--- src/rtl/if_pc_redirect.sv ---
// rtl/if_pc_redirect.sv - fetch PC register with EX-stage redirect, stall and pipeline flush control
//
// Ports:
//   clk           in   1  rising-edge clock
//   rst_n         in   1  synchronous active-low reset
//   PcSrc         in   1  EX-stage redirect request
//   TargetPc      in  32  redirect target (low two bits ignored)
//   Stall         in   1  hold the fetch PC
//   ImemReady     in   1  instruction memory accepts the fetch this cycle
//   Pc            out 32  registered fetch address
//   ImemReq       out  1  fetch request valid
//   FlushIFID     out  1  squash IF/ID at the coming edge
//   FlushIDEX     out  1  squash ID/EX at the coming edge
//   RedirectCount out 16  saturating count of accepted redirects
module if_pc_redirect #(
  parameter logic [31:0] RESET_PC = 32'h0000_0000
) (
  input  logic        clk,
  input  logic        rst_n,
  input  logic        PcSrc,
  input  logic [31:0] TargetPc,
  input  logic        Stall,
  input  logic        ImemReady,
  output logic [31:0] Pc,
  output logic        ImemReq,
  output logic        FlushIFID,
  output logic        FlushIDEX,
  output logic [15:0] RedirectCount
);

  localparam logic [1:0] ST_BOOT  = 2'd0;
  localparam logic [1:0] ST_RUN   = 2'd1;
  localparam logic [1:0] ST_REDIR = 2'd2;

  logic [1:0]  r_state;
  logic [31:0] r_pc;
  logic [15:0] r_cnt;

  logic        w_active;
  logic        w_redirect;
  logic        w_advance;
  logic [31:0] w_target;

  // Only RUN and REDIR fetch; BOOT ignores PcSrc entirely.
  assign w_active   = (r_state == ST_RUN) || (r_state == ST_REDIR);
  assign w_redirect = rst_n && w_active && PcSrc;
  // Stall and a busy memory both hold the PC, but a redirect overrides them.
  assign w_advance  = ImemReady && !Stall;
  assign w_target   = {TargetPc[31:2], 2'b00};

  // Reset forces the boot-time output pattern immediately, not only after the edge.
  assign ImemReq   = rst_n && w_active;
  assign FlushIFID = !rst_n || (r_state == ST_BOOT) || (r_state == ST_REDIR) || w_redirect;
  assign FlushIDEX = w_redirect;

  assign Pc            = r_pc;
  assign RedirectCount = r_cnt;

  always_ff @(posedge clk) begin
    if (!rst_n) begin
      r_state <= ST_BOOT;
      r_pc    <= {RESET_PC[31:2], 2'b00};
      r_cnt   <= 16'h0000;
    end else begin
      if (w_redirect) begin
        r_pc    <= w_target;
        r_state <= ST_REDIR;
        if (r_cnt != 16'hFFFF) begin
          r_cnt <= r_cnt + 16'h0001;
        end
      end else begin
        case (r_state)
          ST_BOOT: begin
            r_state <= ST_RUN;
          end
          ST_RUN: begin
            if (w_advance) begin
              r_pc <= r_pc + 32'd4;
            end
          end
          ST_REDIR: begin
            if (w_advance) begin
              r_pc    <= r_pc + 32'd4;
              r_state <= ST_RUN;
            end
          end
          default: begin
            r_state <= ST_BOOT;
          end
        endcase
      end
    end
  end

endmodule

--- config.mk ---
export PLATFORM = sky130hd
export DESIGN_NAME = if_pc_redirect
export DESIGN_NICKNAME = d
export VERILOG_FILES = /design/src/rtl/if_pc_redirect.sv
export SDC_FILE = /design/constraint.sdc
export NUM_CORES = 1
export LEC_CHECK = 0
export CAP_MARGIN = 30
export CORE_MARGIN = 5
export CORE_UTILIZATION = 53
export DETAILED_ROUTE_END_ITERATION = 7
export DONT_BUFFER_PORTS = 1
export GPL_ROUTABILITY_DRIVEN = 0
export HOLD_SLACK_MARGIN = 0.15
export PLACE_DENSITY_LB_ADDON = 0.2
export RECOVER_POWER = 50
export SYNTH_ARGS = -nofsm -noshare
export SYNTH_HDL_FRONTEND = slang
export SYNTH_SLANG_ARGS = --single-unit
export TNS_END_PERCENT = 20
--- constraint.sdc ---
create_clock -name clk -period 2.55 [get_ports clk]
set_input_delay 0.1275 -clock clk [delete_from_list [all_inputs] [get_ports clk]]
set_output_delay 0.1275 -clock clk [all_outputs]
set_load 0.05 [all_outputs]
==> results of run 1 <==
how the worst min path moves through the flow:
stage	cells past startpoint	start	endpoint	slack (ns)
4_1_cts	3	PcSrc	Pc[31]	0.15
3_3_place_gp	1	rst_n	r_state[1]	0.26
5_1_grt	3	PcSrc	Pc[31]	0.17
6_report	3	PcSrc	Pc[31]	0.15
3_5_place_dp	1	rst_n	r_state[1]	0.27
2_1_floorplan	2	rst_n	RedirectCount[8]	0.28
cell usage in the layout (no fill, tap or decap), types with 4 or more instances in the layout:
cell	count
a211oi_1	5
a21oi_1	27
a311oi_1	4
and2_1	4
and3_1	5
and4_1	5
buf_4	6
clkbuf_1	41
clkbuf_8	5
dfxtp_1	48
dlygate4sd3_1	31
ha_1	5
inv_1	6
nand2_1	26
nand3_1	15
nand4_1	9
nor2_1	22
nor3_1	12
nor4_1	10
o21ai_0	25
o31ai_1	4
xnor2_1	24
xor2_1	8
tightest hold or removal path: cells and delay by family:
family	cells	cell delay, ns
compound gates	2	0.15
simple gates	1	0.13
flip-flops by register name, indices dropped and copies added, names as in the netlist:
name and flops:
Pc 30, RedirectCount 16, r_state 2
routing by layer:
layer  share of wire, %  GRT usage (%)  routed length [um]  vias to the layer above
li1                   -              -                   -                     1257
met5                  0              0                   0                        -
met4                1.8           7.73                 126                        0
met3                6.8           5.64                 476                       12
met1                 40           25.1                2780                     1206
met2                 52           40.2                3610                       83
layout make-up:
| class | count | area [sq um] |
|---|---|---|
| Fill cell | 452 | 1570 |
| Tap cell | 54 | 67.6 |
| Sequential cell | 48 | 961 |
| Clock buffer | 6 | 72.6 |
| Clock inverter | 1 | 5.00 |
| Multi-Input combinational cell | 240 | 1490 |
| Timing Repair Buffer | 77 | 505 |
| Inverter | 7 | 26.3 |
logic make-up (layout without fill, tap and decap cells):
| logic type | after synthesis | after routing |
|---|---|---|
| adder cells (fa/ha/maj) | 5 | 5 |
| AO/OA/AOI/OAI | 73 | 73 |
| other | 1 | 2 |
| multiplexers | 2 | 2 |
| buffers and inverters | 24 | 91 |
| AND/OR/NAND/NOR | 126 | 126 |
| XOR/XNOR | 32 | 32 |
| flip-flops | 48 | 48 |
stage by stage:
step | cells | power [mW] | utilization (%) | cell area [sq um] | setup slack (ns)
6_report | 433 | 2.81 | 66.6 | 3130 | 0.218
5_1_grt | 433 | 2.96 | 66.6 | 3130 | 0.0928
4_1_cts | 433 | 2.94 | 69.8 | 3280 | 0.236
3_5_place_dp | 395 | 2.46 | 61.6 | 2890 | 0.298
3_3_place_gp | 395 | 2.43 | 61.6 | 2890 | 0.338
2_1_floorplan | 312 | 2.10 | - | 2550 | 0.345
where the power goes:
part	leakage (nW)	switching (mW)	internal, mW
sequential	0.392	0.150	0.912
combinational	0.598	1.01	0.309
clock	0.0410	0.241	0.187
total	1.03	1.40	1.41
what timing repair did:
item                                    4_1_cts  5_1_grt
endpoints found under the setup margin        0        0
hold buffers                                 31        0
endpoints found under the hold margin        40        0
==> run metrics, run 1 <==
DRT Wirelength=6990 um; Fin Clk Skew=0.00582 ns; Worst Reg-to-Reg Cells=7; Max Slew Vio Count=0; Worst EP arrival=2.56 ns; residual DRC count=0; flop2flop setup slack=0.22 ns; register area share after synthesis=37.7%; CTS tree=done; Slew @ Worst Pin=1.03 ns; first-pass GRT wire length=11,300 um; vias per inst=5.91; Worst R2R Start=r_state[0]; post-synth cell types=46; WP data required=2.77 ns; reg2reg end=Pc[14]; TNS Setup=0 ns; CP bufs+invs=1; Max rail drop VDD=0.367 mV; clock-pin transition on the worst setup and hold timing paths=0.08 ns; max-cap viol count=0; clk sinks=48; Fmax=0.429 GHz; largest net degree at the start of global routing=35; WL/cell=16.1 um; CTS HTree Levels=2; main flop type after synthesis=dfxtp_1; crit path launch type=register; Die Y=79.4 um; warnings from Yosys=0; critical path capture point=Pc[14]; post-synthesis simple-gate area fraction=26.8%; PortBufs=0; RSZ-0062 raised after global routing=no; critical-path cell list=inv_1 -> ha_1 -> nand4b_1 -> nor4_1 -> nand3_1 -> xor2_1 -> a21oi_1; initial DRC count=116; period utilisation layout=91.5%; Rel. slew slack=31.3%; Hold Crit Class=in -> reg; CTS Buf Count=5; Synth Instances=311; fin crit period=2.33 ns; fraction of final layout cells sized beyond drive strength 1=5.54%; most common cell in the netlist=dfxtp_1; Post-Synth XOR/XNOR Area=11.0%; antenna-violating nets left=0; die area=6300 sq um; total global-route track usage=22.2%; synthesized area per cell=8.20 sq um; setup bufs post-CTS=0; clock tree buffer depth=2; final setup fails=0; WP depth=7; ANT cells=0; Top delay family on crit path=simple AND/OR/NAND/NOR gates; Die W=79.4 um; Post-synth top cells=dfxtp_1, a21oi_1, nand2_1; CORE AREA=4690 sq um; PostCTS Resize Cnt=0; Post-Syn Area=2550 sq um; antenna violations before repair=0; pwr/cell area=897 nW/um^2; crit end category=register; dpl hpwl=4960 um; Min Hold Slack=0.154 ns; vias post-DR=2,558; critical path fanouts, max=6; DR pass1 iterations=4; share of the synthesized area in the top cell type=37.7%; flops & latches, synth=48; largest area contributor in the netlist=dfxtp_1; Critical path origin=r_state[0]; outcome=finished, final reports clean; CTS Root Cell=clkbuf_8; mux cell area share after synthesis=0.785%; vias in the first global route=2,481; WS Path Type=reg -> reg; top post-synthesis cells by area=dfxtp_1, xnor2_1, a21oi_1, o21ai_0, nand2_1; Synth Area in Adders=2.45%; CP max stage delay=0.65 ns; Slowest-stage cell, CP=nor4_1; Layout area overhead=22.6%; largest family of logic cells by synthesized area=simple AND/OR/NAND/NOR gates; Skew-Pair Late Insertion Delay=0.29 ns; GR Overflow Total=0; Layout Nets=421; Core Rows=25; I/O pin count=88; Leak=1.03 nW; number of synthesized flops with an enable pin=0; Starting Density=54.4%; Final Hold Vio Count=0; asr flop ratio synth=0%; Synth Area in Compound Gates=16.9%
Power figures use the tool's default switching activity.
==> run 2, diff against run 1 <==
--- a/config.mk
+++ b/config.mk
@@ -5,6 +5,7 @@
 export SDC_FILE = /design/constraint.sdc
 export NUM_CORES = 1
 export LEC_CHECK = 0
+export ABC_AREA = 1
 export CAP_MARGIN = 30
 export CORE_MARGIN = 5
 export CORE_UTILIZATION = 53
==> run 2 against run 1 <==
Flip-flop and latch count did not move. Cell count rose by 52%. Highest routed layer unchanged. Via count rose by 35%. Sequential share of layout area fell by 5.9 points. Largest cell class unchanged. Synthesized cell count rose by 62%. Largest power group unchanged. Total power fell by 15%.
==> run metrics, run 2 <==
post-synthesis simple-gate area fraction=37.6%; most common cell in the netlist=nand2_1; synthesized area per cell=6.32 sq um; Skew-Pair Late Insertion Delay=0.31 ns; Layout Nets=622; Hold Crit Class=in -> reg; final worst setup slack=0.336 ns; Starting Density=54.0%; WL/cell=13.6 um; fraction of final layout cells sized beyond drive strength 1=7.23%; WP data required=2.76 ns; flops & latches, synth=48; fillers=542; antenna violations before repair=0; post-route insts no fill=656; Max rail drop VDD=0.311 mV; clock-pin transition on the worst setup and hold timing paths=0.10 ns; Worst EP arrival=2.43 ns; top post-synthesis cells by area=dfxtp_1, nand2_1, inv_1, nand3_1, nor2_1; Synth Instances=503; period utilisation layout=86.8%; DR pass1 iterations=4; Synth Area in Adders=1.97%; CTS HTree Levels=2; Internal Power=1.37 mW; Fmax=0.452 GHz; clk sinks=48; TNS Setup=0 ns; main flop type after synthesis=dfxtp_1; ANT cells=0; warnings from Yosys=0; initial DRC count=199; GR Overflow Total=0; crit path launch type=register; number of synthesized flops with an enable pin=0; CORE AREA=5890 sq um; Core Rows=28; Critical Path Most Common Cell=nand2_1; pwr/cell area=615 nW/um^2; register area share after synthesis=30.2%; RSZ-0062 raised after global routing=no; post-route core utilization=65.6%; final setup fails=0; Post-Syn Area=3180 sq um; switching share of total power=42.4%; asr flop ratio synth=0%; Slowest-stage cell, CP=clkbuf_1; Synth Area in Compound Gates=13.5%; clock tree buffer depth=2; crit end category=register; share of the synthesized area in the top cell type=30.2%; CP max stage delay=0.58 ns; Fin Clk Skew=0.00880 ns; vias per inst=5.25; Flop pwr share=37.4%; Post-Synth XOR/XNOR Area=5.79%; vias post-DR=3,446; first-pass GRT wire length=14,900 um; Min Hold Slack=0.181 ns; largest net degree at the start of global routing=31; Layout area overhead=21.6%; Leak=1.47 nW; residual DRC count=0; total global-route track usage=24.3%; Post-synth top cells=nand2_1, inv_1, nor2_1; Die W=87.4 um; Placed Cells=615; Rel. slew slack=39.2%; mux cell area share after synthesis=0%; antenna-violating nets left=0; most frequent cells in the layout=nand2_1, inv_1, nor2_1; CTS Buf Count=5; I/O pin count=88; Slew @ Worst Pin=0.911 ns; largest family of logic cells by synthesized area=simple AND/OR/NAND/NOR gates; max-cap viol count=0; Final Hold Vio Count=0; fin crit period=2.21 ns; DRT Wirelength=8920 um; Switch Pwr=1.01 mW; die area=7640 sq um; vias in the first global route=3,312; setup bufs post-CTS=0; Setup WS pre-CTS=0.622 ns; CTS tree=done; most common cell after layout, fill and taps aside=nand2_1; max FFs per register=30; post-synth cell types=39; largest area contributor in the netlist=dfxtp_1; critical path fanouts, max=6; Die Y=87.4 um; Clock power frac=23.8%; dpl hpwl=6600 um; critical-path cell list=clkbuf_1 -> nand2_1 -> nor2_1 -> nand2_1 -> nor3_1 -> nand2_1 -> nand2_1 -> nand2_1 -> o21bai_1 -> inv_1; Max Slew Vio Count=0; Gate power share=38.8%; CTS Root Cell=clkbuf_8; outcome=finished, final reports clean; PortBufs=0; WS Path Type=reg -> reg
==> run 2: cell types whose count changed after synthesis, moves of 6 or more <==
cell,delta
nand2_1,+124
inv_1,+54
nor2_1,+29
nand3_1,+28
xnor2_1,-17
nor4_1,-10
a31oi_1,+8
xor2_1,+6
==> run 2: metal layers <==
metal	wire [um]	up-vias	track usage [%]	share of wire, %
met4	211	0	9.62	2.4
met5	0	-	0	0
met2	4630	108	44.0	52
met1	3490	1562	26.6	39
met3	590	22	6.43	6.6
li1	-	1754	-	-
==> run 2: layout make-up <==
type / count / area [sq um] / share of cell area, %
clock buffers: 6 / 72.6 / 1.88
flip-flops and latches: 48 / 961 / 24.9
well taps: 75 / 93.8 / 2.43
clock inverters: 2 / 35.0 / 0.907
inverters: 63 / 241 / 6.25
multi-input cells: 376 / 1880 / 48.6
repair buffers: 86 / 582 / 15.1
==> run 2: path summary, 6_finish.rpt <==
path | cells after the start | slack (ns) | endpoint | startpoint
setup / recovery | 10 | 0.34 | Pc[18] | Pc[9]
setup reg to reg | 10 | 0.34 | Pc[18] | Pc[9]
hold / removal | 3 | 0.18 | r_state[1] | ImemReady
hold reg to reg | 2 | 0.53 | Pc[27] | Pc[27]
==> run 2: power groups by stage <==
stage / clock (mW) / sequential, mW / combinational, mW
after floorplan: 0 / 1.15 / 0.439
after global placement: 0 / 0.903 / 0.895
after detailed placement: 0 / 0.907 / 0.910
after CTS: 0.575 / 0.889 / 0.959
after global routing: 0.605 / 0.900 / 1.00
final: 0.566 / 0.889 / 0.921
==> run 2: through the flow <==
stage               area [sq um]  total power [mW]
global placement            3570              1.80
floorplan                   3180              1.59
global route                3860              2.51
finish                      3860              2.38
CTS                         4010              2.42
detailed placement          3570              1.82
==> run 2: what timing repair did <==
| item | 4_1_cts | 5_1_grt |
|---|---|---|
| hold buffers | 33 | 0 |
| endpoints found under the hold margin | 35 | 0 |
| gates resized for setup | 0 | 0 |
==> run 2: cells by family after synthesis <==
logic type | after synthesis
other cells | 1
fa+ha+maj | 5
simple gates | 274
flops | 48
buf+inv | 80
xor+xnor | 21
compound gates | 74
==> run 2: worst max-delay path: cells and delay by family (launching register included) <==
kind / cells / cell delay [ns]
buffers and inverters: 2 / 0.63
AO/OA/AOI/OAI: 1 / 0.11
AND/OR/NAND/NOR: 7 / 1.06
flip-flops: 1 / 0.32
